[config.mk]
export PLATFORM = sky130hd
export DESIGN_NAME = wb_arbiter
export DESIGN_NICKNAME = d
export VERILOG_FILES = /design/src/rtl/wb_arbiter_pkg.sv /design/src/rtl/wb_arbiter_rr_select.sv /design/src/rtl/wb_arbiter.sv
export SDC_FILE = /design/constraint.sdc
export NUM_CORES = 1
export LEC_CHECK = 0
export CAP_MARGIN = 15
export CORE_MARGIN = 1.5
export CORE_UTILIZATION = 35
export DETAILED_ROUTE_END_ITERATION = 16
export GPL_TIMING_DRIVEN = 0
export HOLD_SLACK_MARGIN = 0.1
export PLACE_DENSITY = 0.67
export SLEW_MARGIN = 10
export SYNTH_ARGS = -nofsm -noshare
export SYNTH_HDL_FRONTEND = slang
export SYNTH_HIERARCHICAL = 1
export SYNTH_SLANG_ARGS = --single-unit
[constraint.sdc]
create_clock -name clk -period 4.1 [get_ports clk]
set_clock_uncertainty 0.05 [all_clocks]
set_input_delay 1.025 -clock clk [delete_from_list [all_inputs] [get_ports clk]]
set_output_delay 1.025 -clock clk [all_outputs]
set_load 0.1 [all_outputs]
[src/rtl/wb_arbiter_pkg.sv]
// Shared types and default sizing for the writeback arbiter.
package wb_arbiter_pkg;

    localparam int unsigned WB_NUM_IN  = 4;
    localparam int unsigned WB_NUM_WP  = 2;
    localparam int unsigned WB_XLEN    = 32;
    localparam int unsigned WB_PREG_W  = 6;
    localparam int unsigned WB_ROB_W   = 6;

    typedef struct packed {
        logic                 we;
        logic [WB_PREG_W-1:0] pdest;
        logic [WB_XLEN-1:0]   wdata;
        logic [WB_ROB_W-1:0]  rob_idx;
    } wb_in_t;

    typedef struct packed {
        logic                 valid;
        logic                 we;
        logic [WB_PREG_W-1:0] pdest;
        logic [WB_XLEN-1:0]   wdata;
        logic [WB_ROB_W-1:0]  rob_idx;
    } wb_out_t;

endpackage

[src/rtl/wb_arbiter_rr_select.sv]
// Combinational round-robin picker: grants the first NUM_WP valid inputs
// scanning upward from ptr_i, and reports the pointer after the last grant.
module wb_rr_select #(
    parameter int unsigned NUM_IN = 4,
    parameter int unsigned NUM_WP = 2,
    parameter int unsigned PTR_W  = $clog2(NUM_IN),
    parameter int unsigned SLOT_W = (NUM_WP > 1) ? $clog2(NUM_WP) : 1
) (
    input  logic [NUM_IN-1:0]             valid_i,
    input  logic [PTR_W-1:0]              ptr_i,
    output logic [NUM_IN-1:0]             grant_o,
    output logic [NUM_WP-1:0][NUM_IN-1:0] sel_o,
    output logic [NUM_WP-1:0]             slot_valid_o,
    output logic [PTR_W-1:0]              next_ptr_o
);

    always_comb begin
        int unsigned cnt;
        int unsigned idx;
        int unsigned last;
        grant_o      = '0;
        sel_o        = '0;
        slot_valid_o = '0;
        next_ptr_o   = ptr_i;
        cnt          = 0;
        idx          = 0;
        last         = 0;
        for (int unsigned off = 0; off < NUM_IN; off++) begin
            idx = ptr_i + off;
            if (idx >= NUM_IN) begin
                idx = idx - NUM_IN;
            end
            if (valid_i[PTR_W'(idx)] && cnt < NUM_WP) begin
                grant_o[PTR_W'(idx)]                   = 1'b1;
                sel_o[SLOT_W'(cnt)][PTR_W'(idx)]       = 1'b1;
                slot_valid_o[SLOT_W'(cnt)]             = 1'b1;
                last                                   = idx;
                cnt                                    = cnt + 1;
            end
        end
        if (cnt != 0) begin
            next_ptr_o = (last + 1 == NUM_IN) ? '0 : PTR_W'(last + 1);
        end
    end

endmodule

[src/rtl/wb_arbiter.sv]
// Writeback arbiter: round-robin merge of NUM_IN FU writeback streams onto
// NUM_WP regfile write ports, registered for one cycle.
module wb_arbiter
    import wb_arbiter_pkg::*;
#(
    parameter int unsigned NUM_IN = WB_NUM_IN,
    parameter int unsigned NUM_WP = WB_NUM_WP,
    parameter int unsigned XLEN   = WB_XLEN,
    parameter int unsigned PREG_W = WB_PREG_W,
    parameter int unsigned ROB_W  = WB_ROB_W
) (
    input  logic                     clk,
    input  logic                     rst_n,
    input  logic                     flush_i,
    input  logic [NUM_IN-1:0]        wb_valid_i,
    input  logic [NUM_IN-1:0]        wb_we_i,
    input  logic [NUM_IN*PREG_W-1:0] wb_pdest_i,
    input  logic [NUM_IN*XLEN-1:0]   wb_wdata_i,
    input  logic [NUM_IN*ROB_W-1:0]  wb_rob_idx_i,
    output logic [NUM_IN-1:0]        wb_ready_o,
    output logic [NUM_WP-1:0]        rf_we_o,
    output logic [NUM_WP*PREG_W-1:0] rf_waddr_o,
    output logic [NUM_WP*XLEN-1:0]   rf_wdata_o,
    output logic [NUM_WP-1:0]        cmpl_valid_o,
    output logic [NUM_WP*ROB_W-1:0]  cmpl_rob_idx_o,
    output logic [31:0]              conflict_cnt_o
);

    localparam int unsigned PTR_W = $clog2(NUM_IN);
    localparam int unsigned CNT_W = $clog2(NUM_IN + 1);

    wb_in_t                     in_s [NUM_IN];
    wb_out_t                    out_d [NUM_WP];
    wb_out_t                    out_q [NUM_WP];
    logic [PTR_W-1:0]           rr_ptr_d, rr_ptr_q;
    logic [31:0]                conflict_cnt_d, conflict_cnt_q;
    logic [NUM_IN-1:0]          grant;
    logic [NUM_WP-1:0][NUM_IN-1:0] sel;
    logic [NUM_WP-1:0]          slot_valid;
    logic [PTR_W-1:0]           next_ptr;
    logic [CNT_W-1:0]           n_valid;

    always_comb begin
        for (int unsigned i = 0; i < NUM_IN; i++) begin
            in_s[i].we      = wb_we_i[i];
            in_s[i].pdest   = wb_pdest_i[i*PREG_W +: PREG_W];
            in_s[i].wdata   = wb_wdata_i[i*XLEN +: XLEN];
            in_s[i].rob_idx = wb_rob_idx_i[i*ROB_W +: ROB_W];
        end
    end

    wb_rr_select #(
        .NUM_IN (NUM_IN),
        .NUM_WP (NUM_WP)
    ) u_select (
        .valid_i      (wb_valid_i),
        .ptr_i        (rr_ptr_q),
        .grant_o      (grant),
        .sel_o        (sel),
        .slot_valid_o (slot_valid),
        .next_ptr_o   (next_ptr)
    );

    assign wb_ready_o = flush_i ? '0 : grant;

    always_comb begin
        for (int unsigned k = 0; k < NUM_WP; k++) begin
            out_d[k] = '0;
            if (!flush_i && slot_valid[k]) begin
                out_d[k].valid = 1'b1;
                for (int unsigned i = 0; i < NUM_IN; i++) begin
                    if (sel[k][i]) begin
                        out_d[k].we      = in_s[i].we;
                        out_d[k].pdest   = in_s[i].pdest;
                        out_d[k].wdata   = in_s[i].wdata;
                        out_d[k].rob_idx = in_s[i].rob_idx;
                    end
                end
            end
        end
    end

    always_comb begin
        n_valid = '0;
        for (int unsigned i = 0; i < NUM_IN; i++) begin
            n_valid = n_valid + CNT_W'(wb_valid_i[i]);
        end
        rr_ptr_d       = flush_i ? rr_ptr_q : next_ptr;
        conflict_cnt_d = conflict_cnt_q;
        // Saturate rather than wrap so long runs still read as "heavily contended".
        if (!flush_i && n_valid > CNT_W'(NUM_WP) && conflict_cnt_q != '1) begin
            conflict_cnt_d = conflict_cnt_q + 32'd1;
        end
    end

    always_ff @(posedge clk or negedge rst_n) begin
        if (!rst_n) begin
            rr_ptr_q       <= '0;
            conflict_cnt_q <= '0;
            for (int unsigned k = 0; k < NUM_WP; k++) begin
                out_q[k] <= '0;
            end
        end else begin
            rr_ptr_q       <= rr_ptr_d;
            conflict_cnt_q <= conflict_cnt_d;
            for (int unsigned k = 0; k < NUM_WP; k++) begin
                out_q[k] <= out_d[k];
            end
        end
    end

    always_comb begin
        for (int unsigned k = 0; k < NUM_WP; k++) begin
            rf_we_o[k]                       = out_q[k].valid & out_q[k].we;
            cmpl_valid_o[k]                  = out_q[k].valid;
            rf_waddr_o[k*PREG_W +: PREG_W]   = out_q[k].pdest;
            rf_wdata_o[k*XLEN +: XLEN]       = out_q[k].wdata;
            cmpl_rob_idx_o[k*ROB_W +: ROB_W] = out_q[k].rob_idx;
        end
        conflict_cnt_o = conflict_cnt_q;
    end

endmodule

# Word level (Yosys, flattened, before mapping)
# Cells that the tools add are included.
[word_totals]
ff_bits = 126
input_bits = 187
output_inout_bits = 128
word_cells = 143
[op_classes]
add_sub_neg = 15
magnitude_cmp = 22
n_eq_ne = 2
mux = 63
n_bitwise = 12
reduce_logical = 17
[op_table]
columns = ["op", "n"]
rows = [
  ["$mux W45", 8],
  ["$mux W32", 11],
  ["$add A32 B1 Y32 const B", 4],
  ["$ge A32 B3 Y1 const B", 3],
  ["$sub A32 B3 Y32 const B", 3],
  ["$mux W46", 2],
  ["$lt A32 B2 Y1 const B", 2],
  ["$eq A32 B3 Y1 const B", 1],
  ["$mux W4", 8],
  ["$ne A32 B32 Y1 const B", 1],
  ["$reduce_bool A32 Y1", 1],
  ["$mux W8", 3],
  ["$or A8 B8 Y8", 2],
  ["$logic_and A1 B1 Y1", 14],
  ["$mux W1", 13],
  ["$demux W4 S1", 3],
  ["$lt A2 B3 Y1 const B", 4],
  ["$or A4 B4 Y4", 3],
  ["$bmux W1 S2", 4],
  ["$demux W1 S2", 4],
  ["$ge A2 B1 Y1 const B", 4],
  ["$lt A1 B2 Y1 const B", 4],
  ["$mux W2", 4],
  ["$or A4 B8 Y8", 1],
  ["17 further kinds", 24],
]

# Logic depth before layout (Yosys ltp)
# Gate-level depths: netlist of run 1.
[depth]
word_depth = 22
ltp_mapped = 21
ltp_nobuf = 17

# By module
# The synthesis of run 1 kept the hierarchy.
[by_module_without_submodules]
columns = ["mod", "instances", "cells_each", "area_each_um2", "seq_area_each_um2"]
rows = [
  ["wb_arbiter", 1, 914, 7960.1, 3153.0],
  ["wb_rr_select", 1, 107, 782.0, 0.0],
]

# Worst setup path before layout of run 1
# Ideal clock, no wire load.
[synth_path]
path_kind = "input to output"
from = "input wb_valid_i[3]"
to = "output wb_ready_o[0]"
arrival_ns = 3.995
required_ns = 3.025
setup_slack_ns = -0.970
path_stages = 11
path_buffers = 2
path_cell_list = "mux4_2 -> clkbuf_1 -> inv_1 -> ha_1 -> nor2_1 -> a21boi_1 -> and2_1 -> buf_2 -> nand2_1 -> nand4_1 -> nor2b_1"
[synth_via]
elab_chain_len = 13
word_cells_on_any_way = 27
classes_between = "add/sub: 2; order compare: 3; mux: 16; bitwise: 3; reduce/logical: 3"
[synth_lines]
columns = ["item", "line_no", "source"]
rows = [
  ["from (decl)", "wb_arbiter.sv:15", "input logic [NUM_IN-1:0] wb_valid_i,"],
  ["$bmux W1 S2", "wb_arbiter_rr_select.sv:33", "if (valid_i[PTR_W'(idx)] && cnt < NUM_WP) begin"],
  ["$mux W1 (not written as such)", "wb_arbiter_rr_select.sv:33", ""],
  ["$mux W1", "wb_arbiter_rr_select.sv:33", ""],
  ["$lt A1 B2 Y1", "wb_arbiter_rr_select.sv:33", ""],
  ["$logic_and A1 B1 Y1", "wb_arbiter_rr_select.sv:33", ""],
  ["$mux W32", "wb_arbiter_rr_select.sv:33", ""],
  ["$lt A32 B2 Y1", "wb_arbiter_rr_select.sv:33", ""],
  ["$logic_and A1 B1 Y1", "wb_arbiter_rr_select.sv:33", ""],
  ["$mux W32", "wb_arbiter_rr_select.sv:33", ""],
  ["$lt A32 B2 Y1", "wb_arbiter_rr_select.sv:33", ""],
  ["$logic_and A1 B1 Y1", "wb_arbiter_rr_select.sv:33", ""],
  ["$mux W4 *", "wb_arbiter_rr_select.sv:33", ""],
  ["net grant[0]", "wb_arbiter.sv:37", "logic [NUM_IN-1:0] grant;"],
  ["$mux W4 *", "wb_arbiter.sv:64", "assign wb_ready_o = flush_i ? '0 : grant;"],
  ["to (decl)", "wb_arbiter.sv:20", "output logic [NUM_IN-1:0] wb_ready_o,"],
]
# Mark *: on every way through the listed nets, which the timed path passes. The rest lies on a longest branch. The select of a mux whose other input is x is not followed.

# Worst setup path in the final report of run 1
[layout_path]
from = "input wb_valid_i[3]"
to = "output wb_ready_o[3]"
# Same word-level chain as after synthesis.

==> results.sh, run 1 <==
export IMPL_min_period_ns=4.13
export IMPL_ys_async_sr_fraction_pct=100
export IMPL_start_util_pct=35.8
export IMPL_reg2reg_to="cmpl_rob_idx_o[4]$_DFF_PN0_"
export IMPL_p_leak_nw=5.81
export IMPL_rrSetupSlack_ns=0.16
export IMPL_violations="negative setup slack"
export IMPL_startpoint_type="primary input"
export IMPL_core_area_mm2=0.0244
export IMPL_dr_total_vias=9103
export IMPL_fin_nets=1566
export IMPL_fp_dieW_um=161
export IMPL_synth_area_leader_cell="dfrtp_1"
export IMPL_path_class="in -> out"
export IMPL_hp_class="reg -> reg"
export IMPL_synth_area_mm2=0.00874
export IMPL_dp_hpwl_mm=25.1
export IMPL_grt_pass1_wl_mm=51.1
export IMPL_rows=57
export IMPL_worstHoldStart="conflict_cnt_o[23]$_DFFE_PN0P_"
export IMPL_routed_wl_mm=33.8
export IMPL_synth_nets=1222
export IMPL_ys_top_cells_by_area="dfrtp_1 (36%), buf_4 (7.9%), mux2i_1 (5.4%), a21oi_1 (5.3%), a221oi_1 (4.5%)"
export IMPL_fin_cells=1705
export IMPL_hold_viol=0
export IMPL_cts_htree_levels=4
export IMPL_synthCells=1021
export IMPL_ys_ff_latch=126
export IMPL_r2r_start="rr_ptr_q[1]$_DFFE_PN0N_"
export IMPL_maxSlewHeadroom_pct=28.1
export IMPL_grt_overflow_total=0
export IMPL_drtPass1Iterations=5
export IMPL_antenna_found_initial=5
export IMPL_yosysUniqueCellTypes=58
export IMPL_timing_final_crit_share_pct=101
export IMPL_cts_buffers=17
export IMPL_io_pins=315
export IMPL_first_iter_violations=596
export IMPL_avgSynthCellArea_um2=8.56
export IMPL_port_buffers=313
export IMPL_end_kind="primary output"
export IMPL_cts_root_buf="clkbuf_16"
export IMPL_synth_edf_count=0
export IMPL_peakVddDrop_mv=0.456
export IMPL_cap_viol_max_count=0
export IMPL_yosysSeqAreaShare_pct=36.1
export IMPL_path_clk_slew_ns=0.06
export IMPL_insertion_delay_ns=0.42
export IMPL_clkSinkCount=126
export IMPL_status="finished with violations"
export IMPL_grtUsageTotal_pct=25.6
export IMPL_yosys_warnings=6
export IMPL_crit_end="wb_ready_o[3]"
export IMPL_rsz0062_at_grt="true"
export IMPL_drt_wirelength_per_cell_um=19.8
export IMPL_crit_fanout=8
export IMPL_drc_errors=0
export IMPL_grt_pass1_vias=9025
export IMPL_cts_tree="done"
export IMPL_grt_max_degree=71
export IMPL_power_density_mw_per_mm2=1020
export IMPL_cp_startpoint="wb_valid_i[3]"
export IMPL_clk_path_buf_depth=2
export IMPL_dp_cells=1659
export IMPL_slew_violations=0
export IMPL_cts_hold_buf=0
export IMPL_synth_most_common_cell="dfrtp_1"
export IMPL_yosys_top_cells_count="dfrtp_1 (126), nor2_1 (104), a21oi_1 (93), buf_4 (92), nand2_1 (81)"
export IMPL_reg2reg_depth=17
export IMPL_worstPathRequired_ns=3.02
export IMPL_finalSetupTns_ns=-0.0672
export IMPL_whs_ns=0.438
export IMPL_ant_nets=0
export IMPL_layout_drive_gt1_share_pct=18.1
export IMPL_place_ws_ns=-1.65
export IMPL_netlist_area_leader_share_pct=36.1
export IMPL_max_freq_mhz=242
export IMPL_setup_viol=4
export IMPL_die_h_um=161
export IMPL_syn_to_final_growth_pct=52.1
export IMPL_tightest_slew_ns=1.08
export IMPL_arrival_ns=3.06
export IMPL_via_per_inst=5.34
export IMPL_die_area_mm2=0.0259
export IMPL_setup_ws_ns=-0.0305
export IMPL_synth_main_ff_cell="dfrtp_1"
export IMPL_gp_congestion=0.925
stage by stage:
step	area, um^2	power [mW]	utilization, %
2_1_floorplan	8800	8.85	-
3_3_place_gp	12300	11.3	50.6
3_5_place_dp	12400	11.4	50.7
4_1_cts	13200	13.4	54.2
5_1_grt	13300	14.5	54.5
6_report	13300	13.6	54.5
cells in the final DEF, fill, tap and decap left out, types with 5 or more instances in the layout:
cell             netlist  layout
a221oi_1              45      41
buf_2                  2       8
buf_4                 92     109
clkbuf_2               1      32
nor2_1               104     101
clkbuf_16              0      17
o21ai_1               20      20
o21ai_0               29      29
nor2b_1               49      45
inv_1                 18      12
inv_6                  0       6
xor2_1                 9       9
clkdlybuf4s50_1        0     304
o221ai_1              10       9
xnor2_1               22      22
and3b_1               45      45
a21oi_1               93      93
nand2_1               81      79
nand3_1               14      13
ha_1                  13       9
nand4_1               16      16
and3_1                 7       7
mux2i_1               47      47
nor3_1                49      48
clkbuf_1              68      23
dfrtp_1              126     125
clkbuf_4               0       5
sequential cells by signal (all words and copies together), names as in the netlist:
name and flops:
rf_wdata_o 64, cmpl_rob_idx_o 12, rf_waddr_o 12, cmpl_valid_o 2, conflict_cnt_o 32, out_q 2
rr_ptr_q 2
worst min path at each step:
stage | end | cells after the start
after floorplan | rr_ptr_q[1]$_DFFE_PN0N_ | 1
after global placement | conflict_cnt_o[30]$_DFFE_PN0P_ | 1
after detailed placement | conflict_cnt_o[23]$_DFFE_PN0P_ | 1
after CTS | conflict_cnt_o[23]$_DFFE_PN0P_ | 1
after global routing | conflict_cnt_o[23]$_DFFE_PN0P_ | 1
final | conflict_cnt_o[23]$_DFFE_PN0P_ | 1
metal layers:
metal	track usage [%]	vias to the layer above	part of all wire (%)	routed length, um
met2	41.9	451	47	16000
li1	-	4202	-	-
met4	8.25	4	2.5	847
met5	0	-	0.080	27
met3	7.88	57	9.4	3190
met1	32.1	4389	41	13700
where the power goes:
group | switching (mW) | internal [mW]
combinational | 6.60 | 3.80
sequential | 0.105 | 1.52
clock | 0.640 | 0.941
total | 7.35 | 6.25
what timing repair did:
item                                    4_1_cts  5_1_grt
resized for setup                           116       38
endpoints found under the setup margin       97       95
pin swaps                                     7        9
buffers inserted                             13        4
gates cloned                                  0        0
area by class of cell:
cell class	count	area [um^2]
well taps	324	405
repair buffers	331	3310
plain buffers	161	1040
diodes	3	7.51
clock inverters	13	154
flip-flops and latches	126	3150
inverters	18	75.1
multi-input cells	710	4700
fillers	2273	11100
clock buffers	19	453
logic make-up after synthesis:
family,count (synthesis),synth area share (%)
AO/OA/AOI/OAI,220,16.2
adder cells (fa/ha/maj),14,2.09
flip-flops,126,36.1
XOR/XNOR,31,3.11
AND/OR/NAND/NOR,389,23.5
multiplexers,56,7.06
buffers and inverters,185,11.9
critical path, cell delays in order:
cell	delay (ns)
buf_2	0.15
mux4_2	0.49
clkbuf_8	0.18
inv_4	0.09
ha_4	0.16
nor2_4	0.04
a21boi_2	0.14
and2_4	0.20
nand2_2	0.05
nand4_1	0.13
nor2b_4	0.19
buf_12	0.18
Note: power is estimated with default switching activity, not from simulation.
==> inputs of run 2 (changes only) <==
MAX_ROUTING_LAYER = met4   (was default)
==> run 2 against run 1 <==
- the flow still finishes with violations (negative setup slack)
- sequential share of layout area fell by 0.067 points
- critical endpoint is now wb_ready_o[1]
- via count is 0.31% lower
- hold slack improved by 0.0059 ns
- clock power hardly changed
==> results.sh, run 2 (synthesis gave the netlist of run 1 again) <==
export IMPL_status="finished with violations"
export IMPL_violations="negative setup slack"
export IMPL_grt_max_degree=79
export IMPL_grtUsageTotal_pct=26.1
export IMPL_port_buffers=313
export IMPL_max_freq_mhz=241
export IMPL_start_util_pct=35.8
export IMPL_maxSlewHeadroom_pct=27.6
export IMPL_rsz0062_at_grt="true"
export IMPL_path_class="reg -> out"
export IMPL_setup_ws_ns=-0.0436
export IMPL_routed_wl_mm=33.4
export IMPL_gp_congestion=0.937
export IMPL_crit_slowest_cell="mux4_2"
export IMPL_min_period_ns=4.14
export IMPL_slew_violations=0
export IMPL_cp_cell_sequence="clkbuf_8 > inv_6 > ha_4 > mux4_2 > inv_2 > ha_4 > nor2_4 > a21boi_2 > and2_4 > nand2_2 > nand4_1 > nor2b_4 > buf_12"
export IMPL_reg2reg_to="rf_wdata_o[36]$_DFF_PN0_"
export IMPL_cts_tree="done"
export IMPL_worstPathRequired_ns=3.02
export IMPL_core_area_mm2=0.0244
export IMPL_register_area_mm2=0.00315
export IMPL_cts_htree_levels=4
export IMPL_end_kind="primary output"
export IMPL_fin_cells=1709
export IMPL_grt_pass1_wl_mm=50.5
export IMPL_io_pins=315
export IMPL_power_density_mw_per_mm2=1020
export IMPL_startpoint_type="flop"
export IMPL_largest_reg_flops=64
export IMPL_crit_end="wb_ready_o[1]"
export IMPL_die_area_mm2=0.0259
export IMPL_rows=57
export IMPL_r2r_start="rr_ptr_q[1]$_DFFE_PN0N_"
export IMPL_cts_buffers=17
export IMPL_antenna_found_initial=4
export IMPL_ant_nets=0
export IMPL_peakVddDrop_mv=0.490
export IMPL_die_h_um=161
export IMPL_clkSinkCount=126
export IMPL_insertion_delay_ns=0.42
export IMPL_via_per_inst=5.31
export IMPL_finalPower_mw=13.7
export IMPL_setup_viol=2
export IMPL_p_leak_nw=5.84
export IMPL_dp_hpwl_mm=24.9
export IMPL_drtPass1Iterations=5
export IMPL_syn_to_final_growth_pct=52.6
export IMPL_nFillCells=2230
export IMPL_whs_ns=0.444
export IMPL_finalSetupTns_ns=-0.0819
export IMPL_layout_drive_gt1_share_pct=18.3
export IMPL_fp_dieW_um=161
export IMPL_cap_viol_max_count=0
export IMPL_tightest_slew_ns=1.08
export IMPL_dr_total_vias=9075
export IMPL_first_iter_violations=658
export IMPL_fin_nets=1568
export IMPL_reg2reg_depth=20
export IMPL_post_route_util_pct=54.7
export IMPL_grt_overflow_total=0
export IMPL_cp_startpoint="rr_ptr_q[1]$_DFFE_PN0N_"
export IMPL_arrival_ns=3.07
export IMPL_hold_viol=0
export IMPL_layout_commonest_cell="clkdlybuf4s50_1"
export IMPL_hp_class="reg -> reg"
export IMPL_cts_root_buf="clkbuf_16"
export IMPL_rrSetupSlack_ns=0.15
export IMPL_final_cell_mix="clkdlybuf4s50_1 (304), dfrtp_1 (125), buf_4 (112), nor2_1 (101), a21oi_1 (93)"
export IMPL_dp_cells=1659
export IMPL_drc_errors=0
export IMPL_grt_pass1_vias=8996
export IMPL_drt_wirelength_per_cell_um=19.5
export IMPL_path_clk_slew_ns=0.07
export IMPL_multi_input_area_mm2=0.00471
export IMPL_cpMostUsedCell="ha_4"
export IMPL_slowest_delay_ns=0.57
export IMPL_timing_final_crit_share_pct=101
export IMPL_clk_path_buf_depth=2
export IMPL_crit_fanout=5
[run 2: cell count changes in the layout (fill, tap and decap cells not counted), sizes merged]
cell	before	now
inv	23	29
buf	126	134
clkinv	4	1
diode	3	5
clkbuf	81	73
clkinvlp	2	1
[run 2: critical path, delay by kind of cell, from the launching register on]
kind,cells,cell delay (ns)
buf+inv,4,0.48
flops,1,0.39
mux,1,0.57
simple gates,5,0.62
fa+ha+maj,2,0.42
compound gates,1,0.14
[run 2: per-layer routing]
metal / global-route usage, % / vias to the layer above / wire, um
li1: - / 4208 / -
met3: 7.34 / 64 / 3010
met2: 41.3 / 461 / 15800
met1: 31.6 / 4342 / 13500
met5: - / - / 0
met4: 10.3 / 0 / 1120
[run 2: power breakdown]
part           switching, mW  internal, mW  leakage, nW  total [mW]
registers              0.105          1.52         1.69        1.62
clock network          0.654         0.918        0.293        1.57
logic                   6.59          3.87         3.85        10.5
total                   7.35          6.31         5.84        13.7
[run 2: stage by stage]
stage / worst slack (ns) / cell area [um^2]
2_1_floorplan: 0.0136 / 8800
3_3_place_gp: -3.41 / 12300
3_5_place_dp: -1.64 / 12400
4_1_cts: -0.169 / 13200
5_1_grt: -0.143 / 13300
6_report: -0.0436 / 13300
[run 2: final cells by class]
| type | instances | area share, % |
|---|---|---|
| clock buffers | 17 | 3.19 |
| well taps | 324 | 3.04 |
| clock inverters | 15 | 1.29 |
| repair buffers | 333 | 24.9 |
| flip-flops and latches | 126 | 23.7 |
| plain buffers | 161 | 7.90 |
| diodes | 5 | 0.0938 |
| inverters | 18 | 0.563 |
| multi-input cells | 710 | 35.4 |
[run 2: how the worst min path moves through the flow]
stage	depth (start not counted)	slack, ns	endpoint	from
2_1_floorplan	1	0.48	rr_ptr_q[1]$_DFFE_PN0N_	rr_ptr_q[1]$_DFFE_PN0N_
3_3_place_gp	1	0.44	conflict_cnt_o[23]$_DFFE_PN0P_	conflict_cnt_o[23]$_DFFE_PN0P_
3_5_place_dp	1	0.43	conflict_cnt_o[30]$_DFFE_PN0P_	conflict_cnt_o[30]$_DFFE_PN0P_
4_1_cts	1	0.45	conflict_cnt_o[23]$_DFFE_PN0P_	conflict_cnt_o[23]$_DFFE_PN0P_
5_1_grt	1	0.48	conflict_cnt_o[23]$_DFFE_PN0P_	conflict_cnt_o[23]$_DFFE_PN0P_
6_report	1	0.44	conflict_cnt_o[23]$_DFFE_PN0P_	conflict_cnt_o[23]$_DFFE_PN0P_
[run 2: what timing repair did]
action,CTS,global route
hold buffers,0,0
gates cloned,0,0
gates resized for setup,110,56
hold endpoints to repair,0,0
pin swaps,10,4
setup endpoints to repair,97,92
setup buffers,13,6
==> inputs of run 3 (changes only) <==
ABC_CLOCK_PERIOD_IN_PS = 4100   (was default)
PLACE_DENSITY = 0.68   (was 0.67)
SYNTH_HIERARCHICAL = default   (was 1)
==> run 3 against run 2 <==
- the run still ends with negative setup slack left
- critical path depth down 1
- hold slack better by 0.0019 ns
- non-clock buffer count up 11
- final cell count down 15%
- synthesized area down 8.2%
- sequential power up 4%
- count of clock-buffer cells in the layout unchanged
- cell area down 1.8%
- total power down 2.2%
- critical path type is now in -> out
==> results.sh, run 3 <==
export IMPL_dr_total_vias=7993
export IMPL_cts_buffers=17
export IMPL_maxSlewHeadroom_pct=28.3
export IMPL_hold_depth=1
export IMPL_dp_hpwl_mm=21.6
export IMPL_min_period_ns=4.43
export IMPL_synth_most_common_cell="dfrtp_1"
export IMPL_max_freq_mhz=226
export IMPL_p_int_mw=6.71
export IMPL_via_per_inst=5.49
export IMPL_crit_fanout=6
export IMPL_avgSynthCellArea_um2=10.2
export IMPL_finalSetupTns_ns=-0.910
export IMPL_largest_reg_flops=64
export IMPL_worstPathRequired_ns=3.02
export IMPL_nFillCells=1933
export IMPL_synth_edf_count=0
export IMPL_sw_frac_of_total_pct=49.7
export IMPL_grt_max_degree=73
export IMPL_reg2reg_depth=18
export IMPL_power_density_mw_per_mm2=1020
export IMPL_grtUsageTotal_pct=25.6
export IMPL_fp_dieW_um=154
export IMPL_synth_area_leader_cell="dfrtp_1"
export IMPL_drc_errors=0
export IMPL_yosysUniqueCellTypes=61
export IMPL_end_kind="primary output"
export IMPL_ys_async_sr_fraction_pct=100
export IMPL_p_seq_share_pct=12.7
export IMPL_power_switching_mw=6.64
export IMPL_clkSinkCount=126
export IMPL_path_class="in -> out"
export IMPL_setup_ws_ns=-0.331
export IMPL_die_area_mm2=0.0238
export IMPL_timing_final_crit_share_pct=108
export IMPL_core_area_mm2=0.0226
export IMPL_reg2reg_to="rf_wdata_o[61]$_DFF_PN0_"
export IMPL_rrSetupSlack_ns=0.04
export IMPL_status="finished with violations"
export IMPL_synth_nets=988
export IMPL_drtPass1Iterations=5
export IMPL_cp_startpoint="wb_valid_i[2]"
export IMPL_netlist_area_leader_share_pct=39.3
export IMPL_rows=55
export IMPL_gp_congestion=0.887
export IMPL_clkPwrFrac_pct=13.1
export IMPL_n_antenna_cell=0
export IMPL_antenna_found_initial=0
export IMPL_layout_drive_gt1_share_pct=23.0
export IMPL_yosys_top_cells_count="dfrtp_1 (126), buf_4 (90), mux2i_1 (49), a221o_1 (47)"
export IMPL_ant_nets=0
export IMPL_setup_viol=8
export IMPL_p_leak_nw=5.49
export IMPL_port_buffers=314
export IMPL_layout_commonest_cell="clkdlybuf4s50_1"
export IMPL_hold_path_end="conflict_cnt_o[25]$_DFFE_PN0P_"
export IMPL_hold_viol=0
export IMPL_arrival_ns=3.36
export IMPL_p_comb_share_pct=74.2
export IMPL_fin_nets=1365
export IMPL_cts_htree_levels=4
export IMPL_slew_violations=0
export IMPL_synth_area_mm2=0.00802
export IMPL_grt_pass1_wl_mm=45.5
export IMPL_ys_ff_latch=126
export IMPL_final_cell_mix="clkdlybuf4s50_1 (305), buf_4 (133), dfrtp_1 (124), mux2i_1 (49), a221o_1 (47)"
export IMPL_clk_path_buf_depth=2
export IMPL_synth_main_ff_cell="dfrtp_1"
export IMPL_ys_top_cells_by_area="dfrtp_1 (39%), buf_4 (8.4%), mux2i_1 (6.1%), a221o_1 (5.9%), a32o_1 (5.5%)"
export IMPL_path_clk_slew_ns=0.06
export IMPL_start_util_pct=35.5
export IMPL_rsz0062_at_grt="true"
export IMPL_worstHoldStart="conflict_cnt_o[25]$_DFFE_PN0P_"
export IMPL_cap_viol_max_count=0
export IMPL_grt_overflow_total=0
export IMPL_peakVddDrop_mv=0.607
export IMPL_cts_root_buf="clkbuf_16"
export IMPL_synthCells=784
export IMPL_hp_class="reg -> reg"
export IMPL_routed_wl_mm=30.5
export IMPL_finalPower_mw=13.4
export IMPL_cts_tree="done"
export IMPL_grt_pass1_vias=7880
export IMPL_insertion_delay_ns=0.43
export IMPL_tightest_slew_ns=1.07
export IMPL_io_pins=315
export IMPL_die_h_um=154
export IMPL_r2r_start="rr_ptr_q[0]$_DFFE_PN0P_"
export IMPL_drt_wirelength_per_cell_um=20.9
export IMPL_first_iter_violations=610
export IMPL_yosys_warnings=0
export IMPL_violations="negative setup slack"
export IMPL_yosysSeqAreaShare_pct=39.3
export IMPL_cts_hold_buf=0
export IMPL_syn_to_final_growth_pct=63.3
export IMPL_startpoint_type="primary input"
[run 3: cell count changes in the layout (fill, tap and decap cells not counted), sizes merged, moves of 46 or more]
cell,previous run,this run
a21oi,94,12
a221o,1,47
nand2,81,25
nor2,104,21
nor2b,49,2
[run 3: kinds of logic after synthesis]
| family | share of synthesized area (%) |
|---|---|
| buffers and inverters | 12.7 |
| XOR/XNOR | 3.38 |
| AO/OA/AOI/OAI | 23.0 |
| multiplexers | 7.66 |
| adder cells (fa/ha/maj) | 2.84 |
| flip-flops | 39.3 |
| AND/OR/NAND/NOR | 11.1 |
[run 3: how the worst max path moves through the flow]
| stage | endpoint | slack, ns |
|---|---|---|
| after floorplan | wb_ready_o[3] | -0.50 |
| after detailed placement | wb_ready_o[2] | -2.35 |
| final | wb_ready_o[3] | -0.33 |
| after global routing | wb_ready_o[3] | -0.42 |
| after CTS | wb_ready_o[3] | -0.48 |
| after global placement | rf_wdata_o[16]$_DFF_PN0_ | -3.40 |
[run 3: through the flow]
step                      setup WS, ns  util [%]  hold WS [ns]  std cells  area (um^2)
final                           -0.331      58.0         0.446       1457        13100
after global routing            -0.417      58.0         0.468       1457        13100
after global placement           -3.40      51.7         0.429       1383        11700
after CTS                       -0.484      57.2         0.446       1445        12900
after floorplan                 -0.504         -         0.664        784         8160
after detailed placement         -2.35      51.8         0.434       1384        11700
[run 3: worst max-delay path: stages]
cell and delay [ns]:
buf_12 0.11, mux4_2 0.56, ha_4 0.21, nor2b_4 0.14, inv_2 0.05, fa_2 0.41, nand2_4 0.10, o22a_4 0.17
nor2_4 0.05, a221oi_4 0.21, a21oi_4 0.09, buf_12 0.20
[run 3: metal layers]
metal	part of all wire (%)	vias to the layer above	wire (um)	global-route usage, %
li1	-	3638	-	-
met1	43	3940	13000	32.5
met2	48	354	14600	40.9
met5	0	-	0	-
met4	3.1	0	935	9.02
met3	6.3	61	1920	4.90
[run 3: cell type report]
class                      instances  area (um^2)  area share [%]
sequential                       126         3160            24.1
multi-input combinational        494         4130            31.5
clock inverter                    13          239            1.82
clock buffer                      17          425            3.25
buffer                           141         1060            8.11
tap                              285          357            2.72
timing repair buffer             364         3650            27.9
inverter                          17         81.3           0.621
[run 3: repair_timing]
action | CTS | global route
hold endpoints to repair | 0 | 0
gates resized for setup | 132 | 29
buffers inserted | 32 | 17
pin swaps | 11 | 12
setup endpoints to repair | 110 | 95
gates cloned | 1 | 0
[run 3: power groups by stage]
stage,Clock [mW],Combinational (mW),Sequential [mW]
2_1_floorplan,0,6.16,1.94
3_3_place_gp,0,8.50,1.73
3_5_place_dp,0,8.55,1.73
4_1_cts,1.77,9.50,1.69
5_1_grt,1.82,10.4,1.72
6_report,1.75,9.91,1.69
